===== config.mk =====
export PLATFORM = sky130hd
export DESIGN_NAME = if_fetch_flat
export DESIGN_NICKNAME = d
export VERILOG_FILES = /design/src/rtl/if_fetch_if.sv /design/src/rtl/if_fetch.sv /design/src/flat_wrapper.sv
export SDC_FILE = /design/constraint.sdc
export NUM_CORES = 1
export LEC_CHECK = 0
export ABC_AREA = 1
export CAP_MARGIN = 20
export CORE_MARGIN = 4
export CORE_UTILIZATION = 26
export CTS_BUF_LIST = sky130_fd_sc_hd__clkbuf_8
export DETAILED_ROUTE_END_ITERATION = 8
export GPL_TIMING_DRIVEN = 0
export PLACE_DENSITY = 0.46
export SLEW_MARGIN = 20
export SYNTH_ARGS = -nofsm -noshare
export SYNTH_HDL_FRONTEND = slang
export SYNTH_SLANG_ARGS = --single-unit

===== constraint.sdc =====
create_clock -name clk -period 3.6 [get_ports clk]
set_input_delay 0.72 -clock clk [delete_from_list [all_inputs] [get_ports clk]]
set_output_delay 0.72 -clock clk [all_outputs]
set_load 0.05 [all_outputs]

===== src/rtl/if_fetch_if.sv =====
// Instruction-memory request/response bus between if_fetch (master) and imem (slave).
// One request outstanding at a time; addr is a byte address of a 32-bit word.
interface if_fetch_if;
  logic        req;
  logic [31:0] addr;
  logic        ready;
  logic        rvalid;
  logic [31:0] rdata;

  modport master (output req, addr, input ready, rvalid, rdata);
  modport slave  (input req, addr, output ready, rvalid, rdata);
endinterface


===== src/rtl/if_fetch.sv =====
// Instruction fetch: owns the fetch PC, issues single-outstanding fetches and queues returned words.
// Optional misaligned-redirect trap is enabled by defining FETCH_MISALIGN_EN.
module if_fetch #(
  parameter logic [31:0] RESET_PC = 32'h0000_0000,
  parameter int unsigned QDEPTH   = 2,
  parameter logic [31:0] NOP_INST = 32'h0000_0013
) (
  input  logic              clk,
  input  logic              rst,
  input  logic              if_stall,
  input  logic              branch_flag,
  input  logic [31:0]       branch_target_address,
  if_fetch_if.master        mem,
  output logic [31:0]       if_pc,
  output logic [31:0]       if_inst,
  output logic              stallreq_if
`ifdef FETCH_MISALIGN_EN
  ,
  output logic              if_misalign
`endif
);

  localparam int unsigned AW = (QDEPTH > 1) ? $clog2(QDEPTH) : 1;
  localparam int unsigned CW = AW + 1;

  typedef enum logic [1:0] {IDLE, WAIT, DROP} state_t;

  state_t        state, state_nxt;
  logic [31:0]   fetch_pc, fetch_pc_nxt;
  logic [31:0]   issued_addr;
  logic [31:0]   redirect_pc;
  logic          req_q, req_nxt;
  logic [CW-1:0] count, count_nxt;
  logic [AW-1:0] wr_ptr, rd_ptr;
  logic [31:0]   pc_q   [QDEPTH];
  logic [31:0]   inst_q [QDEPTH];
  logic          accept, push, pop;
  logic          misalign_q, misalign_nxt;

`ifdef FETCH_MISALIGN_EN
  assign redirect_pc  = branch_target_address;
  assign misalign_nxt = branch_flag ? (|branch_target_address[1:0]) : misalign_q;
  assign if_misalign  = misalign_q;

  always_ff @(posedge clk or negedge rst) begin
    if (!rst) misalign_q <= 1'b0;
    else      misalign_q <= misalign_nxt;
  end
`else
  logic unused_tgt_lsbs;
  assign unused_tgt_lsbs = ^branch_target_address[1:0];
  assign redirect_pc     = {branch_target_address[31:2], 2'b00};
  assign misalign_q      = 1'b0;
  assign misalign_nxt    = 1'b0;
`endif

  // A redirect cancels any same-cycle push/pop; the queue is flushed instead.
  assign accept = mem.req & mem.ready;
  assign push   = (state == WAIT) & mem.rvalid & ~branch_flag;
  assign pop    = (count != '0) & ~if_stall & ~branch_flag;

  always_comb begin
    state_nxt    = state;
    fetch_pc_nxt = fetch_pc;
    count_nxt    = count;
    if (branch_flag) begin
      fetch_pc_nxt = redirect_pc;
      count_nxt    = '0;
      // A request accepted in the redirect cycle still returns a stale word to drop.
      case (state)
        IDLE:    state_nxt = accept ? DROP : IDLE;
        default: state_nxt = mem.rvalid ? IDLE : DROP;
      endcase
    end else begin
      count_nxt = count + CW'(push) - CW'(pop);
      case (state)
        IDLE: begin
          if (accept) begin
            state_nxt    = WAIT;
            fetch_pc_nxt = fetch_pc + 32'd4;
          end
        end
        WAIT, DROP: begin
          if (mem.rvalid) state_nxt = IDLE;
        end
        default: state_nxt = IDLE;
      endcase
    end
    // Only request while a queue slot is free for the in-flight word.
    req_nxt = (state_nxt == IDLE) & (count_nxt < CW'(QDEPTH)) & ~misalign_nxt;
  end

  always_ff @(posedge clk or negedge rst) begin
    if (!rst) begin
      state       <= IDLE;
      fetch_pc    <= RESET_PC;
      issued_addr <= RESET_PC;
      req_q       <= 1'b0;
      count       <= '0;
      wr_ptr      <= '0;
      rd_ptr      <= '0;
    end else begin
      state    <= state_nxt;
      fetch_pc <= fetch_pc_nxt;
      req_q    <= req_nxt;
      count    <= count_nxt;
      if (accept) issued_addr <= fetch_pc;
      if (branch_flag) begin
        wr_ptr <= '0;
        rd_ptr <= '0;
      end else begin
        if (push) wr_ptr <= wr_ptr + AW'(1);
        if (pop)  rd_ptr <= rd_ptr + AW'(1);
      end
    end
  end

  // Queue payload storage; validity is tracked by count/pointers.
  always_ff @(posedge clk) begin
    if (push) begin
      pc_q[wr_ptr]   <= issued_addr;
      inst_q[wr_ptr] <= mem.rdata;
    end
  end

  assign mem.req     = req_q;
  assign mem.addr    = fetch_pc;
  assign stallreq_if = (count == '0) | misalign_q;
  assign if_pc       = (count == '0) ? fetch_pc : pc_q[rd_ptr];
  assign if_inst     = (count == '0) ? NOP_INST : inst_q[rd_ptr];

  // Memory must never answer while nothing is outstanding.
  assert property (@(posedge clk) disable iff (!rst) !((state == IDLE) && mem.rvalid));

endmodule

===== src/flat_wrapper.sv =====
// flat-port wrapper written by rule: the top's interface ports become plain ports
module if_fetch_flat 
#(
  parameter logic [31:0] RESET_PC = 32'h0000_0000,
  parameter int unsigned QDEPTH   = 2,
  parameter logic [31:0] NOP_INST = 32'h0000_0013
)
  (clk, rst, if_stall, branch_flag, branch_target_address, if_pc, if_inst, stallreq_if, mem_req, mem_addr, mem_ready, mem_rvalid, mem_rdata);
  if_fetch_if mem_i ();
  input  logic clk;
  input  logic rst;
  input  logic if_stall;
  input  logic branch_flag;
  input  logic [31:0] branch_target_address;
  output logic [31:0] if_pc;
  output logic [31:0] if_inst;
  output logic stallreq_if;
  output wire logic [$bits(mem_i.req)-1:0] mem_req;
  output wire logic [$bits(mem_i.addr)-1:0] mem_addr;
  input wire logic [$bits(mem_i.ready)-1:0] mem_ready;
  input wire logic [$bits(mem_i.rvalid)-1:0] mem_rvalid;
  input wire logic [$bits(mem_i.rdata)-1:0] mem_rdata;
  assign mem_req = mem_i.req;
  assign mem_addr = mem_i.addr;
  assign mem_i.ready = mem_ready;
  assign mem_i.rvalid = mem_rvalid;
  assign mem_i.rdata = mem_rdata;
  if_fetch #(.RESET_PC(RESET_PC), .QDEPTH(QDEPTH), .NOP_INST(NOP_INST)) u_core (.clk(clk), .rst(rst), .if_stall(if_stall), .branch_flag(branch_flag), .branch_target_address(branch_target_address), .mem(mem_i), .if_pc(if_pc), .if_inst(if_inst), .stallreq_if(stallreq_if));
endmodule

After elaboration in Yosys (flattened, before gate mapping)
Memory sizes are Yosys's and may differ from the RTL's. Index checks and enable logic that the tools add are counted.

Word-level logic and storage cells: 54. Memories kept: 2. Memory bits (read-only): 0. Latch bits: 0. RAM bits: 128. Bits in registers: 71. Output and inout bits: 98.

Multipliers: 0. Eq/ne operators: 2. Mux-type cells: 19. Add/sub/neg operators: 5. $lt $le $gt $ge: 1. Divide/modulo/power cells: 0. Shift operators: 0. Reduce and logical (&&, ||, !) cells: 10. Bitwise gates (word level): 8.

Memories: u_core.inst_q (depth 2, width 32, rd ports 1, clocked after Yosys merged registers in 0, wr ports 1, RTL line if_fetch.sv:36) `logic [31:0] inst_q [QDEPTH];`; u_core.pc_q (depth 2, width 32, rd ports 1, clocked after Yosys merged registers in 0, wr ports 1, RTL line if_fetch.sv:35) `logic [31:0] pc_q [QDEPTH];`.

Operators with widths (number): two-way mux 32 bit (5); adder 32 x 3 -> 32 bit (second input constant) (1); two-way mux 2 bit (7); nonzero test 2 bit (5); bitwise AND 1 bit (6); zero test 2 bit (3); two-way mux 1 bit (6); one-hot mux 2 bit (2 select lines) (1); adder 1 bit (second input constant) (2); adder 2 x 1 -> 2 bit (1); == test 2 x 1 -> 1 bit (second input constant) (1); == test 2 bit (second input constant) (1); less-than comparator 2 bit (second input constant) (1); inverter 1 bit (2); AND reduction 2 bit (1); OR reduction 2 bit (1); subtractor 2 x 1 -> 2 bit (1).

Longest topological paths before layout
Gate-level depths: netlist (run 1).

Depth in word-level cells: 8. Gate-level depth with buffers: 10. Gate-level depth less buffers: 10.

Worst setup path before layout (run 1)
OpenSTA, ideal clock, no wires.

Path kind: input to register. Start: in branch_flag. End: mem u_core.inst_q[1][0] (enable). Setup time: 0.483 ns. Cell stages on the path: 5. Arrival time: 3.845 ns. Path slack: -0.728 ns. Path buffers: 2. Cells stage by stage: buf_2 inv_2 buf_2 nand2_1 nor2_1.

Longest elaborated chain between the ends: 4.

Ends and longest elaborated chain: start, declared (RTL line flat_wrapper.sv:13) `input logic branch_flag;`; inverter 1 bit (RTL line if_fetch.sv:59) `assign push = (state == WAIT) & mem.rvalid & ~branch_flag;`; bitwise AND 1 bit (RTL line if_fetch.sv:59); two-way mux 1 bit (RTL line if_fetch.sv:120) `if (push) begin`; two-way mux 1 bit (not written as such) (RTL line if_fetch.sv:122) `inst_q[wr_ptr] <= mem.rdata;`; end, declared (RTL line if_fetch.sv:36).

No other way between the ends.

Worst setup path after layout (run 1)
Start: reg u_core.rd_ptr. End: out if_pc[20].

Longest elaborated chain between the ends: 2.

Ends and longest elaborated chain: start, declared (RTL line if_fetch.sv:34) `logic [AW-1:0] wr_ptr, rd_ptr;`; start signal, assigned (RTL line if_fetch.sv:113) `if (pop) rd_ptr <= rd_ptr + AW'(1);`; memory read (2 x 32 bit); two-way mux 32 bit (RTL line if_fetch.sv:129) `assign if_pc = (count == '0) ? fetch_pc : pc_q[rd_ptr];`; end, declared (RTL line flat_wrapper.sv:15) `output logic [31:0] if_pc;`.

No other way between the ends.

==> impl_results.html, run 1 <==
<table>
<tr><th>Metric</th><th>Value</th></tr>
<tr><th colspan="2">Outcome</th></tr>
<tr><td>Run status</td><td>finished clean</td></tr>
<tr><th colspan="2">Timing</th></tr>
<tr><td>Transition time at the pin with the least slew margin</td><td>~0.63 ns</td></tr>
<tr><td>Worst clock skew</td><td>roughly 0.02 ns</td></tr>
<tr><td>Final slew viol count</td><td>0</td></tr>
<tr><td>Fin worst setup slack</td><td>0.151 ns</td></tr>
<tr><td>Part of the cycle the worst path needs</td><td>between 90% and 100%</td></tr>
<tr><td>Unrepaired setup endpoints after global routing</td><td>no</td></tr>
<tr><td>Total count of hold-check failures in the final report</td><td>0</td></tr>
<tr><td>Slew Limit Headroom</td><td>between 50% and 60%</td></tr>
<tr><td>Minimum period implied by the final worst setup slack</td><td>3.45 ns</td></tr>
<tr><td>Setup violation total in the final timing report</td><td>0</td></tr>
<tr><td>Fmax</td><td>between 200 and 300 MHz</td></tr>
<tr><td>Worst hold slack</td><td>0.171 ns</td></tr>
<tr><td>Accumulated negative setup slack</td><td>0 ns</td></tr>
<tr><th colspan="2">Synthesis</th></tr>
<tr><td>Synth cell types</td><td>37</td></tr>
<tr><td>Seq/Total Area, Yosys</td><td>a little under two thirds</td></tr>
<tr><td>Syn_area_per_cell</td><td>roughly 10 um2</td></tr>
<tr><td>Post-synthesis compound-gate area fraction</td><td>9.92%</td></tr>
<tr><td>Number of instances in the synthesized netlist</td><td>841</td></tr>
<tr><td>Synth Cell Area</td><td>roughly 8500 um2</td></tr>
<tr><td>Yosys warning count</td><td>0</td></tr>
<tr><td>Share of flip-flops with an asynchronous set or reset</td><td>35.1%</td></tr>
<tr><td>Register bit total from synthesis</td><td>191</td></tr>
<tr><td>Most common flop cell mapped by yosys</td><td>edfxtp_1</td></tr>
<tr><td>Count of flip-flops with a built-in enable after synthesis</td><td>~120</td></tr>
<tr><td>Mux contribution to synthesized area</td><td>0%</td></tr>
<tr><td>Adder-Cell Fraction of Synth Area</td><td>1.03%</td></tr>
<tr><td>Simple-gate share of the synthesized area</td><td>19.4%</td></tr>
<tr><td>Xor-xnor portion of the synthesized cell area</td><td>0.828%</td></tr>
<tr><td>Combinational family with the most area after synthesis</td><td>simple AND/OR/NAND/NOR gates</td></tr>
<tr><th colspan="2">Placed design</th></tr>
<tr><td>Post-Place Worst Slack</td><td>roughly 0.41 ns</td></tr>
<tr><td>PortBufs</td><td>160</td></tr>
<tr><td>Placed Instance Area</td><td>around 11,000 um2</td></tr>
<tr><td>Final GP Congestion</td><td>approximately 0.85</td></tr>
<tr><td>Half-perimeter wire length after detailed placement</td><td>~19,000 um</td></tr>
<tr><th colspan="2">Detailed routing</th></tr>
<tr><td>Number of remaining DRC errors</td><td>0</td></tr>
<tr><td>Final Routed Wirelength</td><td>between 20,000 and 30,000 um</td></tr>
<tr><td>Count of vias placed by the detailed router</td><td>6,565</td></tr>
<tr><td>Number of search-and-repair iterations in the first detailed-routing pass</td><td>5</td></tr>
<tr><td>Antenna-violating nets left</td><td>0</td></tr>
<tr><td>Number of violations reported at the end of detailed-routing iteration 0</td><td>330</td></tr>
<tr><td>Average vias per placed instance</td><td>4.44</td></tr>
<tr><td>Routed length per placed instance</td><td>17.6 um</td></tr>
<tr><th colspan="2">Finish</th></tr>
<tr><td>Fill cell total of the finished layout</td><td>3,241</td></tr>
<tr><td>Total inserted antenna cells</td><td>0</td></tr>
<tr><td>Final Instance Area</td><td>11,300 um2</td></tr>
<tr><td>Most used cells in the layout excluding fill and tap cells</td><td>nand2_1 (254), clkdlybuf4s50_1 (140), edfxtp_1 (124), dfrtp_1 (67), a21oi_1 (65)</td></tr>
<tr><td>Final nets</td><td>between 1,000 and 1,500</td></tr>
<tr><td>Area occupied by multi-input gates</td><td>2680 um2</td></tr>
<tr><td>Share of cells above drive strength 1</td><td>a little under a tenth</td></tr>
<tr><td>Commonest non-fill, non-tap cell in the layout</td><td>nand2_1</td></tr>
<tr><td>Synthesis-to-layout area growth</td><td>32.9%</td></tr>
<tr><td>Sequential standard cell area</td><td>5400 um2</td></tr>
<tr><th colspan="2">Setup path</th></tr>
<tr><td>Type of element capturing the critical path</td><td>output pin</td></tr>
<tr><td>Worst reg-to-reg setup slack</td><td>1.41 ns</td></tr>
<tr><td>Arrival time of the worst setup path</td><td>between 2 and 3 ns</td></tr>
<tr><td>CP Max Fanout</td><td>10</td></tr>
<tr><td>Critical path class</td><td>reg -&gt; out</td></tr>
<tr><td>Data required time at the worst endpoint</td><td>roughly 2.9 ns</td></tr>
<tr><td>Startpoint type of the worst setup path</td><td>flop</td></tr>
<tr><th colspan="2">Floorplanning</th></tr>
<tr><td>Die width</td><td>around 190 um</td></tr>
<tr><td>Area inside the core boundary</td><td>31,800 um2</td></tr>
<tr><td>Boundary pin count</td><td>168</td></tr>
<tr><td>Floorplan die area</td><td>35,500 um2</td></tr>
<tr><td>Die height</td><td>roughly 190 um</td></tr>
<tr><td>Rows</td><td>65</td></tr>
<tr><td>Effective utilization at floorplan</td><td>26.6%</td></tr>
<tr><th colspan="2">Clock network</th></tr>
<tr><td>Master cell of the clock root buffer</td><td>clkbuf_8</td></tr>
<tr><td>TritonCTS Sinks</td><td>191</td></tr>
<tr><td>TritonCTS clock tree</td><td>built</td></tr>
<tr><td>Source-to-sink clock delay at the later pin of the worst-skew pair</td><td>~0.47 ns</td></tr>
<tr><td>Setup bufs post-CTS</td><td>0</td></tr>
<tr><td>H-tree Lvls</td><td>4</td></tr>
<tr><td>Clock transition at the register clock pins on the worst setup and hold paths after CTS</td><td>between 0.1 and 0.15 ns</td></tr>
<tr><td>Clk buf depth</td><td>2</td></tr>
<tr><td>Number of buffers created by CTS</td><td>17</td></tr>
<tr><th colspan="2">Power</th></tr>
<tr><td>Sum of internal, switching and leakage power</td><td>0.00723 W</td></tr>
<tr><td>Static leakage power</td><td>around 4.5 nW</td></tr>
<tr><td>Max VDD drop</td><td>0.318 mV</td></tr>
<tr><td>Pwr/cell area</td><td>643 nW/um2</td></tr>
<tr><th colspan="2">Global route</th></tr>
<tr><td>Antenna violations before repair</td><td>0</td></tr>
<tr><td>Global-route congestion overflow total</td><td>0</td></tr>
<tr><td>First-pass GRT wire length</td><td>39,500 um</td></tr>
<tr><td>Overall track demand over capacity in global routing</td><td>between 10% and 20%</td></tr>
<tr><td>Vias in the first global route</td><td>roughly 6,600</td></tr>
<tr><td>Largest net degree at the start of global routing</td><td>40</td></tr>
<tr><th colspan="2">Job</th></tr>
<tr><td>Max-capacitance violation count</td><td>0</td></tr>
<tr><th colspan="2">Min path</th></tr>
<tr><td>Hold Path Class</td><td>in -&gt; async</td></tr>
</table>
kinds of logic after synthesis:
kind of cell	count (synthesis)
fa+ha+maj	7
other cells	1
xor+xnor	8
flops	191
buf+inv	100
simple gates	387
compound gates	147
critical path: stages (launching register included):
cell and delay, ns:
dfrtp_1 0.37, buf_2 0.19, inv_2 0.22, buf_2 0.30, nand2_1 0.07, a22oi_1 0.25, clkdlybuf4s50_1 0.86
through the flow:
step           utilization, %  instances
2_1_floorplan               -        844
3_3_place_gp             33.4       1439
3_5_place_dp             34.0       1446
4_1_cts                  35.3       1478
5_1_grt                  35.4       1478
6_report                 35.4       1478
cell usage after synthesis, types with 2 or more instances:
cell type    n  area [um2]
inv_1       55         206
buf_4        4        30.0
nor2_1      50         188
dfrtp_1     67        1680
xor2_1       5        43.8
buf_1        4        15.0
o211ai_1     8        60.1
a21oi_1     65         325
nand2_2      6        37.5
nand3_1     53         265
inv_2        4        15.0
nor2_4       5        56.3
buf_2       17        85.1
xnor2_1      3        26.3
nand2_1    254         953
a22oi_1     29         218
ha_1         7        87.6
nand3b_1     2        15.0
o21ai_0     39         195
clkbuf_1    14        52.6
edfxtp_1   124        3720
nor3_1       2        10.0
o21bai_1     2        15.0
nor2_2       9        56.3
worst paths after layout:
check	to	cells after the start	startpoint
min in group clk	u_core.pc_q[0][26]	0	u_core.issued_addr[26]
worst min register to register	u_core.pc_q[0][26]	0	u_core.issued_addr[26]
max in group asynchronous	u_core.issued_addr[4]	2	rst
worst min-delay path	u_core.mem.addr[25]	1	rst
worst max register to register	u_core.inst_q[0][6]	8	u_core.state[1]
worst max-delay path	if_pc[20]	6	u_core.rd_ptr
sequential cells by signal (all words and copies together), names as in the netlist:
name                cells
u_core.state            2
u_core.mem.req          1
u_core.inst_q          64
u_core.count            2
u_core.mem.addr        30
u_core.wr_ptr           1
u_core.rd_ptr           1
u_core.issued_addr     30
u_core.pc_q            60
routing by layer:
layer	wire length, um	share of wire, %	vias to the layer above	global-route usage (%)
met4	286	1.1	0	3.20
met2	11700	45	174	23.1
met5	0	0	-	0
met3	1330	5.1	21	3.06
met1	12700	49	3149	20.6
li1	-	-	3221	-
timing repair:
action | 4_1_cts | 5_1_grt
hold endpoints to repair | 0 | 0
endpoints found under the setup margin | 12 | 39
gates resized for setup | 12 | 15
hold buffers | 0 | 0
cell type report:
class	instances	area share (%)
Sequential cell	191	48.0
Multi-Input combinational cell	553	23.8
Timing Repair Buffer	167	15.8
Tap cell	435	4.84
Clock buffer	17	2.08
Inverter	60	2.00
Buffer	40	1.78
Clock inverter	15	1.70
power breakdown:
| part | switching (W) | internal [W] | total (W) | leakage (nW) |
|---|---|---|---|---|
| Sequential | 0.000279 | 0.00274 | 0.00302 | 1.95 |
| Clock | 0.000890 | 0.000602 | 0.00149 | 0.213 |
| Combinational | 0.00191 | 0.000817 | 0.00272 | 2.37 |
| Total | 0.00308 | 0.00416 | 0.00723 | 4.54 |
Note: power is estimated with default switching activity, not from simulation.
==> run 2, diff against run 1 <==
--- a/config.mk
+++ b/config.mk
@@ -5,7 +5,6 @@
 export SDC_FILE = /design/constraint.sdc
 export NUM_CORES = 1
 export LEC_CHECK = 0
-export ABC_AREA = 1
 export CAP_MARGIN = 20
 export CORE_MARGIN = 4
 export CORE_UTILIZATION = 26
==> run 2 against run 1 <==
  * Routed wire length decreased by 12%
  * Total power is 15% lower
  * Largest power group unchanged
  * Global-route usage decreased by 1.2 points
  * Synthesized cell count fell by 21%
  * Clock-buffer cell count is 2 higher
  * Clock skew is 0.0042 ns lower
  * Critical path depth unchanged
  * Sequential share of layout area up 2.3 points
  * Synthesized area shrank 4.3%
  * Highest routed layer unchanged
  * Maximum frequency is 3.1% higher
==> impl_results.html, run 2 <==
<table>
<tr><th>Metric</th><th>Value</th></tr>
<tr><th colspan="2">Timing</th></tr>
<tr><td>Setup violation total in the final timing report</td><td>0</td></tr>
<tr><td>Fmax</td><td>299 MHz</td></tr>
<tr><td>Part of the cycle the worst path needs</td><td>around 93%</td></tr>
<tr><td>Worst hold slack</td><td>0.135 ns</td></tr>
<tr><td>Unrepaired setup endpoints after global routing</td><td>no</td></tr>
<tr><td>Worst clock skew</td><td>0.0158 ns</td></tr>
<tr><td>Slew Limit Headroom</td><td>49.2%</td></tr>
<tr><td>Transition time at the pin with the least slew margin</td><td>0.755 ns</td></tr>
<tr><td>Total count of hold-check failures in the final report</td><td>0</td></tr>
<tr><td>Final slew viol count</td><td>0</td></tr>
<tr><td>Minimum period implied by the final worst setup slack</td><td>3.35 ns</td></tr>
<tr><th colspan="2">Clock network</th></tr>
<tr><td>Clk buf depth</td><td>2</td></tr>
<tr><td>PostCTS Resize Cnt</td><td>43</td></tr>
<tr><td>H-tree Lvls</td><td>4</td></tr>
<tr><td>Number of buffers created by CTS</td><td>17</td></tr>
<tr><td>Source-to-sink clock delay at the later pin of the worst-skew pair</td><td>between 0.4 and 0.5 ns</td></tr>
<tr><td>Cts-stage hold buffer count</td><td>0</td></tr>
<tr><td>Setup bufs post-CTS</td><td>0</td></tr>
<tr><td>Clock transition at the register clock pins on the worst setup and hold paths after CTS</td><td>about 0.11 ns</td></tr>
<tr><td>TritonCTS Sinks</td><td>about 190</td></tr>
<tr><td>Master cell of the clock root buffer</td><td>clkbuf_8</td></tr>
<tr><td>TritonCTS clock tree</td><td>built</td></tr>
<tr><th colspan="2">Power</th></tr>
<tr><td>Share of total power in the clock network</td><td>about 22%</td></tr>
<tr><td>Logic pwr share</td><td>30.7%</td></tr>
<tr><td>Static leakage power</td><td>3.94 nW</td></tr>
<tr><td>Max VDD drop</td><td>0.191 mV</td></tr>
<tr><td>Sum of internal, switching and leakage power</td><td>about 0.006 W</td></tr>
<tr><td>Switching part of the total</td><td>between 30% and 40%</td></tr>
<tr><td>Pwr/cell area</td><td>574 nW/um2</td></tr>
<tr><td>Sequential Power Share</td><td>47.1%</td></tr>
<tr><td>Total internal power</td><td>0.00382 W</td></tr>
<tr><td>Net switching power figure</td><td>0.00235 W</td></tr>
<tr><th colspan="2">Synthesis</th></tr>
<tr><td>Proportion of netlist area held by the largest area contributor</td><td>between 40% and 50%</td></tr>
<tr><td>Yosys warning count</td><td>0</td></tr>
<tr><td>Count of flip-flops with a built-in enable after synthesis</td><td>124</td></tr>
<tr><td>Adder-Cell Fraction of Synth Area</td><td>1.08%</td></tr>
<tr><td>Most common flop cell mapped by yosys</td><td>edfxtp_1</td></tr>
<tr><td>Post-synth top area cell</td><td>edfxtp_1</td></tr>
<tr><td>Synth Cell Area</td><td>between 8000 and 9000 um2</td></tr>
<tr><td>Post-synthesis compound-gate area fraction</td><td>between 4 and 5%</td></tr>
<tr><td>Register bit total from synthesis</td><td>between 150 and 200</td></tr>
<tr><td>Share of flip-flops with an asynchronous set or reset</td><td>35.1%</td></tr>
<tr><td>Commonest cells in the netlist</td><td>nand2_1 (154), edfxtp_1 (124), dfrtp_1 (67), mux2i_1 (63), o21ai_0 (61)</td></tr>
<tr><td>Synth cell types</td><td>36</td></tr>
<tr><td>Top area cells in the synthesized netlist</td><td>edfxtp_1 (46%), dfrtp_1 (21%), mux2i_1 (7.8%)</td></tr>
<tr><td>Simple-gate share of the synthesized area</td><td>13.7%</td></tr>
<tr><td>Xor-xnor portion of the synthesized cell area</td><td>3.35%</td></tr>
<tr><td>Number of instances in the synthesized netlist</td><td>~670</td></tr>
<tr><td>Syn_area_per_cell</td><td>12.2 um2</td></tr>
<tr><td>Most instantiated library cell after synthesis</td><td>nand2_1</td></tr>
<tr><td>Seq/Total Area, Yosys</td><td>66.7%</td></tr>
<tr><td>Mux contribution to synthesized area</td><td>8.20%</td></tr>
<tr><td>Combinational family with the most area after synthesis</td><td>simple AND/OR/NAND/NOR gates</td></tr>
<tr><th colspan="2">Floorplanning</th></tr>
<tr><td>Effective utilization at floorplan</td><td>26.4%</td></tr>
<tr><td>Rows</td><td>64</td></tr>
<tr><td>Area inside the core boundary</td><td>30,700 um2</td></tr>
<tr><td>Die height</td><td>approximately 180 um</td></tr>
<tr><td>Boundary pin count</td><td>168</td></tr>
<tr><td>Die width</td><td>185 um</td></tr>
<tr><td>Floorplan die area</td><td>34,000 um2</td></tr>
<tr><th colspan="2">Detailed routing</th></tr>
<tr><td>Number of remaining DRC errors</td><td>0</td></tr>
<tr><td>Number of search-and-repair iterations in the first detailed-routing pass</td><td>4</td></tr>
<tr><td>Count of vias placed by the detailed router</td><td>5,593</td></tr>
<tr><td>Antenna-violating nets left</td><td>0</td></tr>
<tr><td>Average vias per placed instance</td><td>4.42</td></tr>
<tr><td>Routed length per placed instance</td><td>18.1 um</td></tr>
<tr><td>Number of violations reported at the end of detailed-routing iteration 0</td><td>258</td></tr>
<tr><td>Final Routed Wirelength</td><td>roughly 23,000 um</td></tr>
<tr><th colspan="2">Finish</th></tr>
<tr><td>Final instance count without filler cells</td><td>around 1,300</td></tr>
<tr><td>Total inserted antenna cells</td><td>0</td></tr>
<tr><td>Commonest non-fill, non-tap cell in the layout</td><td>nand2_1</td></tr>
<tr><td>Most used cells in the layout excluding fill and tap cells</td><td>nand2_1 (154), clkdlybuf4s50_1 (129), edfxtp_1 (124), dfrtp_1 (67), mux2i_1 (63)</td></tr>
<tr><td>Final nets</td><td>932</td></tr>
<tr><td>Share of cells above drive strength 1</td><td>8.76%</td></tr>
<tr><td>Register name with the most flops</td><td>u_core.inst_q</td></tr>
<tr><td>Utilization after layout</td><td>between 30% and 40%</td></tr>
<tr><td>Max reg flops</td><td>64</td></tr>
<tr><td>Synthesis-to-layout area growth</td><td>32.5%</td></tr>
<tr><td>Top Registers</td><td>u_core.inst_q (64), u_core.pc_q (60)</td></tr>
<tr><th colspan="2">Setup path</th></tr>
<tr><td>Data required time at the worst endpoint</td><td>2.88 ns</td></tr>
<tr><td>Critical path class</td><td>reg -&gt; out</td></tr>
<tr><td>CP Max Fanout</td><td>10</td></tr>
<tr><td>Type of element capturing the critical path</td><td>output pin</td></tr>
<tr><td>Number of cells traversed by the worst register-to-register path</td><td>10</td></tr>
<tr><td>Arrival time of the worst setup path</td><td>between 2 and 3 ns</td></tr>
<tr><td>Startpoint type of the worst setup path</td><td>flop</td></tr>
<tr><th colspan="2">Global route</th></tr>
<tr><td>First-pass GRT wire length</td><td>34,300 um</td></tr>
<tr><td>Antenna violations before repair</td><td>0</td></tr>
<tr><td>Overall track demand over capacity in global routing</td><td>13.4%</td></tr>
<tr><td>Global-route congestion overflow total</td><td>0</td></tr>
<tr><td>Largest net degree at the start of global routing</td><td>49</td></tr>
<tr><td>Vias in the first global route</td><td>5,758</td></tr>
<tr><th colspan="2">Job</th></tr>
<tr><td>Max-capacitance violation count</td><td>0</td></tr>
<tr><th colspan="2">Placed design</th></tr>
<tr><td>Final GP Congestion</td><td>between 0.7 and 0.8</td></tr>
<tr><td>PortBufs</td><td>161</td></tr>
<tr><td>Half-perimeter wire length after detailed placement</td><td>16,300 um</td></tr>
<tr><td>Cell total after placement</td><td>~1,200</td></tr>
<tr><th colspan="2">Min path</th></tr>
<tr><td>Hold Path Class</td><td>in -&gt; async</td></tr>
<tr><th colspan="2">Outcome</th></tr>
<tr><td>Run status</td><td>finished clean</td></tr>
</table>
run 2: power by group through the flow:
stage | logic [W] | registers, W | clock network (W)
2_1_floorplan | 0.00110 | 0.00303 | 0
3_3_place_gp | 0.00196 | 0.00294 | 0
3_5_place_dp | 0.00200 | 0.00295 | 0
4_1_cts | 0.00194 | 0.00291 | 0.00142
5_1_grt | 0.00206 | 0.00295 | 0.00151
6_report | 0.00189 | 0.00291 | 0.00137
run 2: path summary, 6_finish.rpt:
check / startpoint / end / slack, ns
worst max-delay path: u_core.count[1] / if_pc[12] / 0.25
worst min-delay path: rst / u_core.issued_addr[17] / 0.14
worst max register to register: u_core.count[1] / u_core.mem.req / 1.09
worst min register to register: u_core.issued_addr[25] / u_core.pc_q[0][25] / 0.48
max in group asynchronous: rst / u_core.issued_addr[29] / 2.89
min in group clk: u_core.issued_addr[25] / u_core.pc_q[0][25] / 0.48
run 2: cell type report:
| class | count | area [um2] |
|---|---|---|
| plain buffers | 38 | 180 |
| clock buffers | 19 | 262 |
| clock inverters | 13 | 118 |
| fillers | 3108 | 19900 |
| inverters | 8 | 30.0 |
| multi-input cells | 430 | 2530 |
| flip-flops and latches | 191 | 5400 |
| well taps | 396 | 495 |
| repair buffers | 169 | 1720 |
run 2: through the flow:
stage          cell area (um2)  setup TNS [ns]  setup WS [ns]
2_1_floorplan             8120               0          0.462
3_3_place_gp             10200         -252.93          -1.75
3_5_place_dp             10400           -1.74         -0.116
4_1_cts                  10700               0         0.0856
5_1_grt                  10700               0         0.0338
6_report                 10700               0          0.254
run 2: kinds of logic after synthesis:
family,count (synthesis)
AOI/OAI and AO/OA,70
muxes,66
other,1
DFF,191
xor gates and xnor gates,31
adders and majority gates,7
buffers and inverters,47
and+or+nand+nor,252
run 2: layer usage:
metal | GRT usage [%] | vias up | part of all wire (%)
met5 | 0 | - | 0
met4 | 2.84 | 0 | 1.0
met3 | 3.34 | 15 | 6.4
met2 | 21.7 | 166 | 47
met1 | 18.2 | 2708 | 46
li1 | - | 2704 | -
run 2: worst max-delay path, cell delays in order (launching register included):
cell	delay, ns
dfrtp_1	0.44
nor2_1	0.24
clkbuf_2	0.34
clkbuf_2	0.35
nand2_1	0.09
o21ai_0	0.13
dlygate4sd2_1	0.57
